`src/rtl/hilo_unit.sv`:
```
// HI/LO architectural register pair with MEM/WB holding stages and reader forwarding.
// Build option: define HILO_FWD_EN to forward pending writes to hi/lo; otherwise hi/lo show committed state.
module hilo_unit #(
  parameter int DATA_W = 32
) (
  input  logic              clk,
  input  logic              rst,
  input  logic              stall,
  input  logic              flush,
  input  logic              ex_we,
  input  logic [DATA_W-1:0] ex_hi,
  input  logic [DATA_W-1:0] ex_lo,
  output logic [DATA_W-1:0] hi,
  output logic [DATA_W-1:0] lo,
  output logic [DATA_W-1:0] arch_hi,
  output logic [DATA_W-1:0] arch_lo,
  output logic              commit,
  output logic              hilo_busy
);

  logic              r_mem_we;
  logic [DATA_W-1:0] r_mem_hi;
  logic [DATA_W-1:0] r_mem_lo;
  logic              r_wb_we;
  logic [DATA_W-1:0] r_wb_hi;
  logic [DATA_W-1:0] r_wb_lo;
  logic [DATA_W-1:0] r_arch_hi;
  logic [DATA_W-1:0] r_arch_lo;
  logic              r_commit;

  always_ff @(posedge clk or posedge rst) begin
    if (rst) begin
      r_mem_we  <= 1'b0;
      r_mem_hi  <= '0;
      r_mem_lo  <= '0;
      r_wb_we   <= 1'b0;
      r_wb_hi   <= '0;
      r_wb_lo   <= '0;
      r_arch_hi <= '0;
      r_arch_lo <= '0;
      r_commit  <= 1'b0;
    end else begin
      // WB always retires whatever it holds, regardless of stall/flush.
      if (r_wb_we) begin
        r_arch_hi <= r_wb_hi;
        r_arch_lo <= r_wb_lo;
      end
      r_commit <= r_wb_we;

      // A held or discarded MEM entry leaves a bubble behind it in WB.
      if (stall || flush) begin
        r_wb_we <= 1'b0;
      end else begin
        r_wb_we <= r_mem_we;
        r_wb_hi <= r_mem_hi;
        r_wb_lo <= r_mem_lo;
      end

      if (flush) begin
        r_mem_we <= 1'b0;
      end else if (!stall) begin
        r_mem_we <= ex_we;
        r_mem_hi <= ex_hi;
        r_mem_lo <= ex_lo;
      end
    end
  end

  logic [DATA_W-1:0] w_fwd_hi;
  logic [DATA_W-1:0] w_fwd_lo;

  always_comb begin
    w_fwd_hi = r_arch_hi;
    w_fwd_lo = r_arch_lo;
`ifdef HILO_FWD_EN
    // Youngest pending stage wins; hi and lo always come from the same stage.
    if (r_mem_we) begin
      w_fwd_hi = r_mem_hi;
      w_fwd_lo = r_mem_lo;
    end else if (r_wb_we) begin
      w_fwd_hi = r_wb_hi;
      w_fwd_lo = r_wb_lo;
    end
`endif
  end

  assign hi        = w_fwd_hi;
  assign lo        = w_fwd_lo;
  assign arch_hi   = r_arch_hi;
  assign arch_lo   = r_arch_lo;
  assign commit    = r_commit;
  assign hilo_busy = r_mem_we | r_wb_we;

endmodule

```
`config.mk`:
```
export PLATFORM = sky130hd
export DESIGN_NAME = hilo_unit
export DESIGN_NICKNAME = d
export VERILOG_FILES = /design/src/rtl/hilo_unit.sv
export SDC_FILE = /design/constraint.sdc
export NUM_CORES = 1
export LEC_CHECK = 0
export ABC_CLOCK_PERIOD_IN_PS = 5600
export CAP_MARGIN = 20
export CORE_MARGIN = 2
export CORE_UTILIZATION = 45
export CTS_CLUSTER_SIZE = 40
export DETAILED_ROUTE_END_ITERATION = 10
export PLACE_DENSITY = 0.83
export SLEW_MARGIN = 10
export SYNTH_ARGS = -nofsm -noshare
export SYNTH_HDL_FRONTEND = slang
export SYNTH_SLANG_ARGS = --single-unit
```
`constraint.sdc`:
```
create_clock -name clk -period 5.6 [get_ports clk]
set_input_delay 0.56 -clock clk [delete_from_list [all_inputs] [get_ports clk]]
set_output_delay 0.56 -clock clk [all_outputs]
set_load 0.02 [all_outputs]
```
* After elaboration in Yosys (flattened, before gate mapping)
Cells that the tools add are included.
** Storage, ports and cells
- Flip-flop bits (word level) :: 195
- Input bits :: 69
- Output and inout port bits :: 130
- Logic and storage cells :: 18
** Cells by class
- Equal/unequal tests :: 1
- Multiplexer cells :: 3
- Bitwise logic cells :: 3
- Reductions and logical operators :: 2
** Operators with widths (number)
- 2-to-1 mux 1 bit :: 3
- inequality test 2 x 1 -> 1 bit (second input constant) :: 1
- NOT 1 bit :: 2
- AND reduction 2 bit :: 1
- logical OR 1 bit :: 1
- bitwise OR 1 bit :: 1

* Longest topological paths before layout
- Depth in word-level cells :: 2
- Depth in mapped cells :: 4
- Gate-level depth less buffers :: 2

* Worst setup path after synthesis
No wires, ideal clock.
- Path kind :: flip-flop to output port
- From :: reg r_wb_we
- To :: out hilo_busy
- Arrival time :: 1.051 ns
- Required time :: 5.040 ns
- Setup slack :: 3.989 ns
- Stages on the path, launching flop included :: 4
- Path buffers :: 2
- Cells stage by stage :: dfrtp_1 -> buf_2 -> buf_4 -> or2_2
** Between the ends
- Cells in the longest elaborated chain, start to end :: 1
** Ends and longest elaborated chain
- from (decl) :: RTL line 24 : logic r_wb_we;
- from (signal assigned) :: RTL line 54 : r_wb_we <= r_mem_we;
- bitwise OR 1 bit :: RTL line 92 : assign hilo_busy = r_mem_we | r_wb_we;
- to (decl) :: RTL line 18 : output logic hilo_busy
Every way passes these cells.

* Worst setup path in the final report
Same ends and word-level chain as after synthesis.

==> qor.csv <==
stage,metric,value,unit
clock_tree,cts_buffers,17,
timing,tightest_slew,1.07,ns
clock_tree,cts_tree,done,
timing,period_needed,2.22,ns
worst_setup_path,endpoint_kind,primary output,
worst_hold_path,hp-start,r_wb_lo[2]$_DFFE_PP0N_,
route,drc_errors,0,
die,num_io_pins,199,
worst_setup_path,r2r_start,r_wb_we$_DFF_PP0_,
outcome,outcome,"complete, no violations",
pwr,switching_share,30.9,%
timing,max_slew_margin,28.5,%
worst_hold_path,hold_path_class,register to register,
worst_setup_path,reg2reg_to,arch_hi[14]$_DFFE_PP0P_,
logic_synthesis,postSynthAreaPerCell,17.1,µm²
route,via_count,4134,
global_routing,overflow,0,
global_routing,antenna_found_initial,0,
clock_tree,cts.clk_slew.worst_paths,0.06,ns
route,drtIter0Drc,184,
worst_setup_path,cp-start-kind,register,
worst_setup_path,path_class,register to primary output,
global_routing,first_global_vias,4572,
route,vias_per_cell,4.84,
global_routing,track_usage,15.7,%
pwr,netSwitchingPower,1570,µW
worst_setup_path,critical_path.max_fanout,2,
worst_hold_path,min_path_cells,1,
pwr,p_leak,0.00453,µW
clock_tree,cts_sinks,195,
placed_design,place_hpwl,9290,µm
clock_tree,cts_max_level,4,
pwr,p_seq_share,40.4,%
clock_tree,cts-root-buf,clkbuf_16,
timing,fin_crit_sh,39.6,%
worst_setup_path,arrival,1.66,ns
logic_synthesis,syn-cell-area,8180,µm²
die,die_h,139,µm
finish,area_growth,26.5,%
finish,nFillCells,1355,
timing,tns,0,ns
pwr,p_per_area,489,nW/µm²
clock_tree,cts-resized-gates,0,
clock_tree,cts_setup_buffers,0,
die,rows,49,
worst_setup_path,r2r_slack,3.92,ns
global_routing,grt_max_degree,196,
die,core,17900,µm²
logic_synthesis,ys_seq_elements,195,
timing,rsz0062_at_grt,no,
finish,drive_gt1_share,36.3,%
run,drv_cap,0,
finish,final_common_cell,clkdlybuf4s50_1,
finish,final_area,10400,µm²
route,first_pass_iters,5,
pwr,p_int,3500,µW
global_routing,grt_first_pass_wirelength,24200,µm
logic_synthesis,syn_nets,547,
pwr,ir_worst_vdd,302,µV
route,wirelength,14500,µm
pwr,p_clk_share,23.4,%
logic_synthesis,netlist_instances,478,
clock_tree,clk_latency,0.42,ns
worst_hold_path,worst_hold_path.endpoint,arch_lo[2]$_DFFE_PP0P_,
placed_design,place_congestion,0.713,
clock_tree,clockBufferDepth,2,
finish,final_nets,682,
route,wl_per_cell,17.0,µm
die,die_width,139,µm
clock_tree,ctsHoldBuffers,0,
worst_setup_path,reg2regPathDepth,2,
pwr,combinationalPowerShare,36.2,%
finish,antenna_cells,0,
placed_design,placed_area,9780,µm²
route,antenna_left,0,
logic_synthesis,ys_seq_area_share,59.6,%
logic_synthesis,yosysWarnings,0,
timing,finalSetupViolCount,0,
timing,max_freq,451,MHz
timing,fin_worst_skew,0.0110,ns
placed_design,io_buffers,198,
timing,final_hold_viol_count,0,
die,dieArea,19300,µm²
worst_setup_path,required,5.04,ns
finish,final_cell_mix,"clkdlybuf4s50_1, dfrtp_1, mux2_4",
timing,maxSlewViolCount,0,
logic_synthesis,ys_types,13,
die,start_util,45.7,%
## power groups by stage
stage | Combinational (µW) | Clock (µW) | Sequential [µW]
3_5_place_dp | 1850 | 0 | 2080
2_1_floorplan | 1000 | 0 | 2230
4_1_cts | 1860 | 1210 | 2050
6_report | 1840 | 1180 | 2050
5_1_grt | 1920 | 1270 | 2110
3_3_place_gp | 1820 | 0 | 2040
## synth_stat cells (all sizes together)
cell	instances	area, µm²
mux2i	1	10.0
nor2	2	15.0
buf	85	721
inv	1	3.75
and2	1	6.26
mux2	192	2540
or2	1	6.26
dfrtp	195	4880
## layer usage
metal	GRT usage [%]	wire, µm
met5	0	0
met4	4.78	155
met3	3.83	623
met2	26.2	7380
met1	20.6	6330
## sequential cells by signal, summed over array words and instances (netlist names)
name and flops:
arch_hi 32, arch_lo 32, r_mem_hi 32, r_mem_lo 32
r_wb_hi 32, r_wb_lo 32, commit 1, r_mem_we 1
r_wb_we 1
## worst max path at each step
stage | slack, ns | cells past startpoint | to | start
after floorplan | 2.52 | 1 | arch_hi[0]$_DFFE_PP0P_ | rst
final | 3.38 | 2 | hilo_busy | r_wb_we$_DFF_PP0_
after global placement | 3.18 | 4 | r_wb_lo[27]$_DFFE_PP0N_ | flush
after CTS | 3.37 | 2 | hilo_busy | r_wb_we$_DFF_PP0_
after global routing | 3.34 | 2 | hilo_busy | r_mem_we$_DFFE_PP0P_
after detailed placement | 3.14 | 4 | r_wb_lo[18]$_DFFE_PP0N_ | flush
## cell families after synthesis
family	count (synthesis)	share of synthesized area, %
flops	195	59.6
simple gates	4	0.336
mux	193	31.2
buf+inv	86	8.85
## critical path, cell delays in order, from the launching register on
cell and delay, ns:
dfrtp_2 0.40, or2_2 0.29, clkdlybuf4s50_1 0.54
## through the flow
| stage | utilization, % | total power, µW | hold slack (ns) | setup WS [ns] | instances |
|---|---|---|---|---|---|
| after global placement | 54.6 | 3860 | 0.484 | 3.18 | 823 |
| after floorplan | - | 3240 | 0.364 | 2.52 | 478 |
| after CTS | 57.8 | 5120 | 0.505 | 3.37 | 854 |
| after global routing | 57.8 | 5290 | 0.524 | 3.34 | 854 |
| final | 57.8 | 5060 | 0.499 | 3.38 | 854 |
| after detailed placement | 54.6 | 3920 | 0.490 | 3.14 | 823 |
## layout make-up
cell class / instances / area, µm² / share of cell area (%)
Clock buffer: 22 / 464 / 4.48
Clock inverter: 9 / 105 / 1.02
Inverter: 1 / 7.51 / 0.0725
Multi-Input combinational cell: 197 / 2580 / 24.9
Sequential cell: 195 / 4880 / 47.1
Tap cell: 229 / 287 / 2.77
Timing Repair Buffer: 201 / 2030 / 19.6
No activity file was read; power rests on OpenSTA's default activity.
